### src/rtl/clk_divider_bank.sv
// Bank of independent programmable 50%-duty clock dividers with per-channel
// rising-edge tick strobes, all registered on clk_in.
module clk_divider_bank #(
  parameter int NUM_CH       = 2,
  parameter int CNT_W        = 27,
  parameter int DEFAULT_HALF = 20000000
) (
  input  logic              clk_in,
  input  logic              rst,
  input  logic [NUM_CH-1:0] en,
  input  logic              sync,
  input  logic              cfg_we,
  input  logic [2:0]        cfg_ch,
  input  logic [CNT_W-1:0]  cfg_half,
  output logic [NUM_CH-1:0] divided_clk,
  output logic [NUM_CH-1:0] tick
);

  for (genvar c = 0; c < NUM_CH; c++) begin : g_ch
    logic [CNT_W-1:0] half_q;
    logic [CNT_W-1:0] cnt_q;
    logic             clk_q;
    logic             tick_q;
    logic             wr_hit;
    logic             restart;
    logic [CNT_W-1:0] last_cnt;

    // A programmed half-period of 0 behaves as 1 (divide-by-2), so the
    // terminal count is 0 in both cases.
    always_comb begin
      wr_hit   = cfg_we && (cfg_ch == 3'(c));
      restart  = sync || wr_hit;
      last_cnt = (half_q == '0) ? '0 : half_q - CNT_W'(1);
    end

    always_ff @(posedge clk_in) begin
      if (rst) begin
        half_q <= CNT_W'(DEFAULT_HALF);
        cnt_q  <= '0;
        clk_q  <= 1'b0;
        tick_q <= 1'b0;
      end else begin
        if (wr_hit) begin
          half_q <= cfg_half;
        end
        if (restart) begin
          cnt_q  <= '0;
          clk_q  <= 1'b0;
          tick_q <= 1'b0;
        end else if (en[c]) begin
          if (cnt_q == last_cnt) begin
            cnt_q  <= '0;
            clk_q  <= ~clk_q;
            tick_q <= ~clk_q;
          end else begin
            cnt_q  <= cnt_q + CNT_W'(1);
            tick_q <= 1'b0;
          end
        end else begin
          tick_q <= 1'b0;
        end
      end
    end

    assign divided_clk[c] = clk_q;
    assign tick[c]        = tick_q;
  end

endmodule

### config.mk
export PLATFORM = sky130hd
export DESIGN_NAME = clk_divider_bank
export DESIGN_NICKNAME = d
export VERILOG_FILES = /design/src/rtl/clk_divider_bank.sv
export SDC_FILE = /design/constraint.sdc
export NUM_CORES = 1
export LEC_CHECK = 0
export BUFFER_PORTS_ARGS = -buffer_cell sky130_fd_sc_hd__buf_2
export CAP_MARGIN = 20
export CORE_MARGIN = 2
export CORE_UTILIZATION = 47
export DETAILED_ROUTE_END_ITERATION = 12
export GPL_TIMING_DRIVEN = 0
export PLACE_DENSITY = 0.66
export RECOVER_POWER = 50
export SETUP_SLACK_MARGIN = 0.2
export SLEW_MARGIN = 20
export SYNTH_ARGS = -nofsm -noshare
export SYNTH_HDL_FRONTEND = slang
export SYNTH_SLANG_ARGS = --single-unit
### constraint.sdc
create_clock -name clk_in -period 3.45 [get_ports clk_in]
set_input_delay 0.5175 -clock clk_in [delete_from_list [all_inputs] [get_ports clk_in]]
set_output_delay 0.5175 -clock clk_in [all_outputs]
set_load 0.02 [all_outputs]
# Word level (Yosys, flattened, before mapping)
# Cells that the tools add are included.
# W data, S select, Z words.
dict set report word_totals {
  reg_bits 112
  in_bits 36
  output_inout_bits 4
}
dict set report classes {
  add_sub_neg 4
  eq_ne 3
  mux 4
  bitwise_logic 6
  reduce_logical 13
}
# op count
set ops {}
lappend ops {{$mux W27} 4}
lappend ops {{$add A27 B1 Y27 const B} 2}
lappend ops {{$eq A27 B27 Y1} 2}
lappend ops {{$logic_not A27 Y1} 2}
lappend ops {{$sub A27 B1 Y27 const B} 2}
lappend ops {{$reduce_or A4 Y1} 2}
lappend ops {{$not A1 Y1} 6}
lappend ops {{$reduce_and A2 Y1} 2}
lappend ops {{$reduce_or A2 Y1} 2}
lappend ops {{$eq A3 B1 Y1 const B} 1}
lappend ops {{$logic_not A3 Y1} 1}
lappend ops {{$logic_and A1 B1 Y1} 2}
lappend ops {{$logic_or A1 B1 Y1} 2}

# Depth between registers and ports, before layout
dict set report logic_depth {
  depth_word 5
  depth_mapped 14
  depth_no_buf 11
}

# Least setup slack after synthesis
# OpenSTA, ideal clock, no wires.
dict set report synth_timing {
  kind {flip-flop to flip-flop}
  from {reg g_ch[1].half_q[10]}
  to {reg g_ch[1].cnt_q[6]}
  setup_time_ns 0.134
  arrival_ns 3.349
  slack_ns -0.033
  stages_incl_launch_ff 13
  path_buffers 3
  synth_period_minus_slack_ns 3.483
  path_cell_list {dfxtp_1 buf_6 nor4_4 nand3_1 or2_2 clkbuf_1 o41ai_1 xor2_1 a2111oi_1 or4b_4 nor3_4 buf_6 nor3_1}
}
dict set report synth_via {
  elab_chain_cells 4
  word_cells_on_any_way 5
}
# element line_no
set synth_lines {}
lappend synth_lines {{start: declaration} 20} ;# logic [CNT_W-1:0] half_q;
lappend synth_lines {{start signal: assignment} 38} ;# half_q <= CNT_W'(DEFAULT_HALF);
lappend synth_lines {{start signal: assignment} 44} ;# half_q <= cfg_half;
lappend synth_lines {{$sub A27 B1 Y27 or $logic_not A27 Y1 (tied branches)} 33} ;# last_cnt = (half_q == '0) ? '0 : half_q - CNT_W'(1);
lappend synth_lines {{$mux W27 *} 33}
lappend synth_lines {{$eq A27 B27 Y1 *} 51} ;# if (cnt_q == last_cnt) begin
lappend synth_lines {{$mux W27 *} 51}
lappend synth_lines {{end signal: assignment} 56} ;# cnt_q <= cnt_q + CNT_W'(1);
lappend synth_lines {{end: declaration} 21} ;# logic [CNT_W-1:0] cnt_q;
# Mark *: on every way between the ends. The rest lies on a longest branch, timed or not.
# A chain may end at the register's enable or synchronous reset.

# Worst setup path in the final report
dict set report layout_timing {
  from {reg g_ch[1].half_q[2]}
  to {reg g_ch[1].cnt_q[17]}
}
# The elaborated chain is that of the path after synthesis.

==> impl_metrics.toml <==
[global_route]
gr-usage-met1_pct = 42.1
first_global_vias = 6789
met3_usage_pct = 4.62
busiest_layer = "met1"
met2_usage_pct = 37.2
grt_max_degree = 17
grt.total_usage_pct = 26.7
gr-total-overflow = 0
antenna_found_initial = 0
grt_pass1_wl_mm = 35.1

[clock_tree]
cts_inserted_buffers = 9
cts_tree = "done"
ctsHoldBuffers = 0
clk_path_buf_depth = 2
clk_pin_slew_ps = 70
clkLatencyLatePin_ps = 350
htreeDepth = 3
ctsRootBufferMaster = "clkbuf_16"
cts.sinks = 112

[sta]
final_hold_viol_count = 0
period_needed_ps = 3580
finalCritPeriodShare_pct = 104
fin_skew_ps = 5.53
whs_ps = 401
setup_tns_ps = -2410
rsz0062_at_grt = "yes"
max_freq_ghz = 0.279
setup-violations-final = 27
worst_pin_slew_ps = 948
finalMaxSlewViolations = 0
relSlewSlack_pct = 36.8
fin_ws_ps = -129

[drt]
wl_per_cell_um = 17.9
first_iter_violations = 714
vias_per_cell = 5.93
first_pass_iters = 5
vias = 7485
wl_mm = 22.6
drc_errors = 0
ant_nets = 0

[yosys]
yosysTopAreaCellShare_pct = 30.6
yosysTopAreaCell = "dfxtp_1"
ys_types = 75
synth_edf_count = 0
syn-instance-count = 944
synth_flop_cell = "dfxtp_1"
yosys_warnings = 0
synth_area_um2 = 7330
seq_area_frac_synth_pct = 30.6
avgSynthCellArea_um2 = 7.76
ys_ff_latch = 112
async_flop_share_pct = 0
syn-num-nets = 984
yosys-top-cells-area = "dfxtp_1, nand2_1, xnor2_1"

[place]
gp_congestion = 0.900
io_buffer_count = 37
placed_area_um2 = 7820
dpl.hpwl_mm = 15.6

[run]
drv_cap = 0

[pwr]
switching_power_mw = 0.695
switching_share_pct = 26.4
p_int_mw = 1.94
peakVddDrop_uv = 266
p_per_area_nw_per_um2 = 275
clkPwrFrac_pct = 36.0
power_frac_comb_pct = 13.2
pwr-share-seq_pct = 50.7
power_leakage_nw = 3.32

[die]
core_um2 = 15200
dieArea_um2 = 16600
die_x_um = 129
ios = 40
initial_core_util_pct = 48.2
rows = 45
die_y_um = 129

[final_layout]
area_growth_pct = 30.7
layout_commonest_cell = "nand2_1"
nNetsFinal = 1110
drive_above_1_share_pct = 27.3
mostFrequentLayoutCells = "nand2_1, dfxtp_1, buf_4, nor2_1, xnor2_1"
design_area_um2 = 9580
antenna_cells = 0

[hold_path]
min-delay-path-class = "input pin to flip-flop"

[worst_setup_path]
worst_setup_path_end_kind = "flip-flop"
cp_slowest_stage_delay_ps = 560
cp-start-kind = "flip-flop"
crit_path_cell_trace = "buf_6, or4_4, buf_4, or4_4, xnor2_4, nand3_1, a2111oi_2, o21ai_1, or4b_4, nor3_4, buf_6, buf_6, buf_8, nor3_1"
crit_slowest_cell = "or4_4"
critical-path-top-delay-family = "simple AND/OR/NAND/NOR gates"
required_ps = 3670
worstPathArrival_ps = 3800
cp_max_fo = 5
cp_common_cell = "buf_6"
crit_type = "flip-flop to flip-flop"
path_buf_inv = 5

[outcome]
status = "finished with violations"
violations = "setup timing"
[power groups by stage]
stage / clock [mW] / sequential [mW] / combinational (mW)
after CTS: 0.965 / 1.33 / 0.310
after global routing: 1.01 / 1.34 / 0.374
after global placement: 0 / 1.36 / 0.256
after detailed placement: 0 / 1.36 / 0.256
final: 0.948 / 1.33 / 0.348
after floorplan: 0 / 1.36 / 0.177
[per-layer routing]
| layer | share of wire (%) | up-vias |
|---|---|---|
| li1 | - | 3617 |
| met1 | 50 | 3554 |
| met2 | 41 | 291 |
| met3 | 7.8 | 23 |
| met4 | 1.2 | 0 |
| met5 | 0 | - |
[worst min-delay path: cells and delay by family]
family,cells,cell delay [ps]
simple gates,2,110
buf+inv,1,90
[final timing paths]
path / startpoint / endpoint / slack (ps) / cells after the start
min reg2reg: g_ch[1].half_q[23] / g_ch[1].half_q[23] / 480 / 2
max: g_ch[1].half_q[2] / g_ch[1].cnt_q[17] / -130 / 14
max reg2reg: g_ch[1].half_q[2] / g_ch[1].cnt_q[17] / -130 / 14
min: cfg_half[21] / g_ch[1].half_q[21] / 400 / 3
[cell families after synthesis]
| kind of cell | Yosys count | share of synthesized area, % |
|---|---|---|
| muxes | 8 | 1.13 |
| AOI/OAI and AO/OA | 142 | 12.9 |
| and+or+nand+nor | 485 | 35.5 |
| DFF | 112 | 30.6 |
| adders and majority gates | 4 | 0.683 |
| buffers and inverters | 85 | 5.33 |
| xor gates and xnor gates | 108 | 13.9 |
[cell type report]
cell class | instances | area, µm²
repair buffers | 115 | 895
inverters | 19 | 73.8
fillers | 1312 | 5630
clock buffers | 10 | 229
multi-input cells | 747 | 5440
flip-flops and latches | 112 | 2270
plain buffers | 66 | 409
clock inverters | 5 | 25.0
well taps | 188 | 235
[registers in the layout (all words and copies together) (netlist names)]
register     cells
g_ch.clk_q       2
g_ch.half_q     54
g_ch.tick_q      2
g_ch.cnt_q      54
[synthesized netlist by cell type, types with 4 or more instances]
master	n
nand4b_1	7
nand2_1	168
nor3b_1	4
buf_1	4
xnor3_1	4
mux2i_1	6
clkbuf_1	45
o31ai_1	11
a211oi_1	6
nor3_1	75
o32a_1	4
a21oi_1	52
nor2b_1	8
o211ai_1	5
nor4_1	11
or2_2	7
o311a_1	4
buf_2	6
dfxtp_1	112
xnor2_1	54
nand3b_1	21
nor2_1	51
nand3_1	27
o21ai_0	19
buf_4	5
and3_1	14
nor3_2	5
inv_1	19
a211o_1	6
nand2b_1	6
or4_1	14
and4_1	5
ha_1	4
nor4b_1	4
xor2_1	49
or3_1	13
a31oi_1	5
buf_6	6
nand4_1	25
[stage by stage]
step | utilization (%) | cells | worst slack (ps) | power, mW
2_1_floorplan | - | 944 | 60.1 | 1.53
3_3_place_gp | 51.4 | 1169 | -636 | 1.62
3_5_place_dp | 51.4 | 1169 | -653 | 1.62
4_1_cts | 58.8 | 1241 | -54.1 | 2.61
5_1_grt | 63.0 | 1262 | -195 | 2.72
6_report | 63.0 | 1262 | -129 | 2.63
[what timing repair did]
action                     CTS  global route
buffers inserted            53            20
pin swaps                   30            64
gates cloned                 4             1
gates resized for setup    100           109
setup endpoints to repair   57            58
No activity file was read; power rests on OpenSTA's default activity.
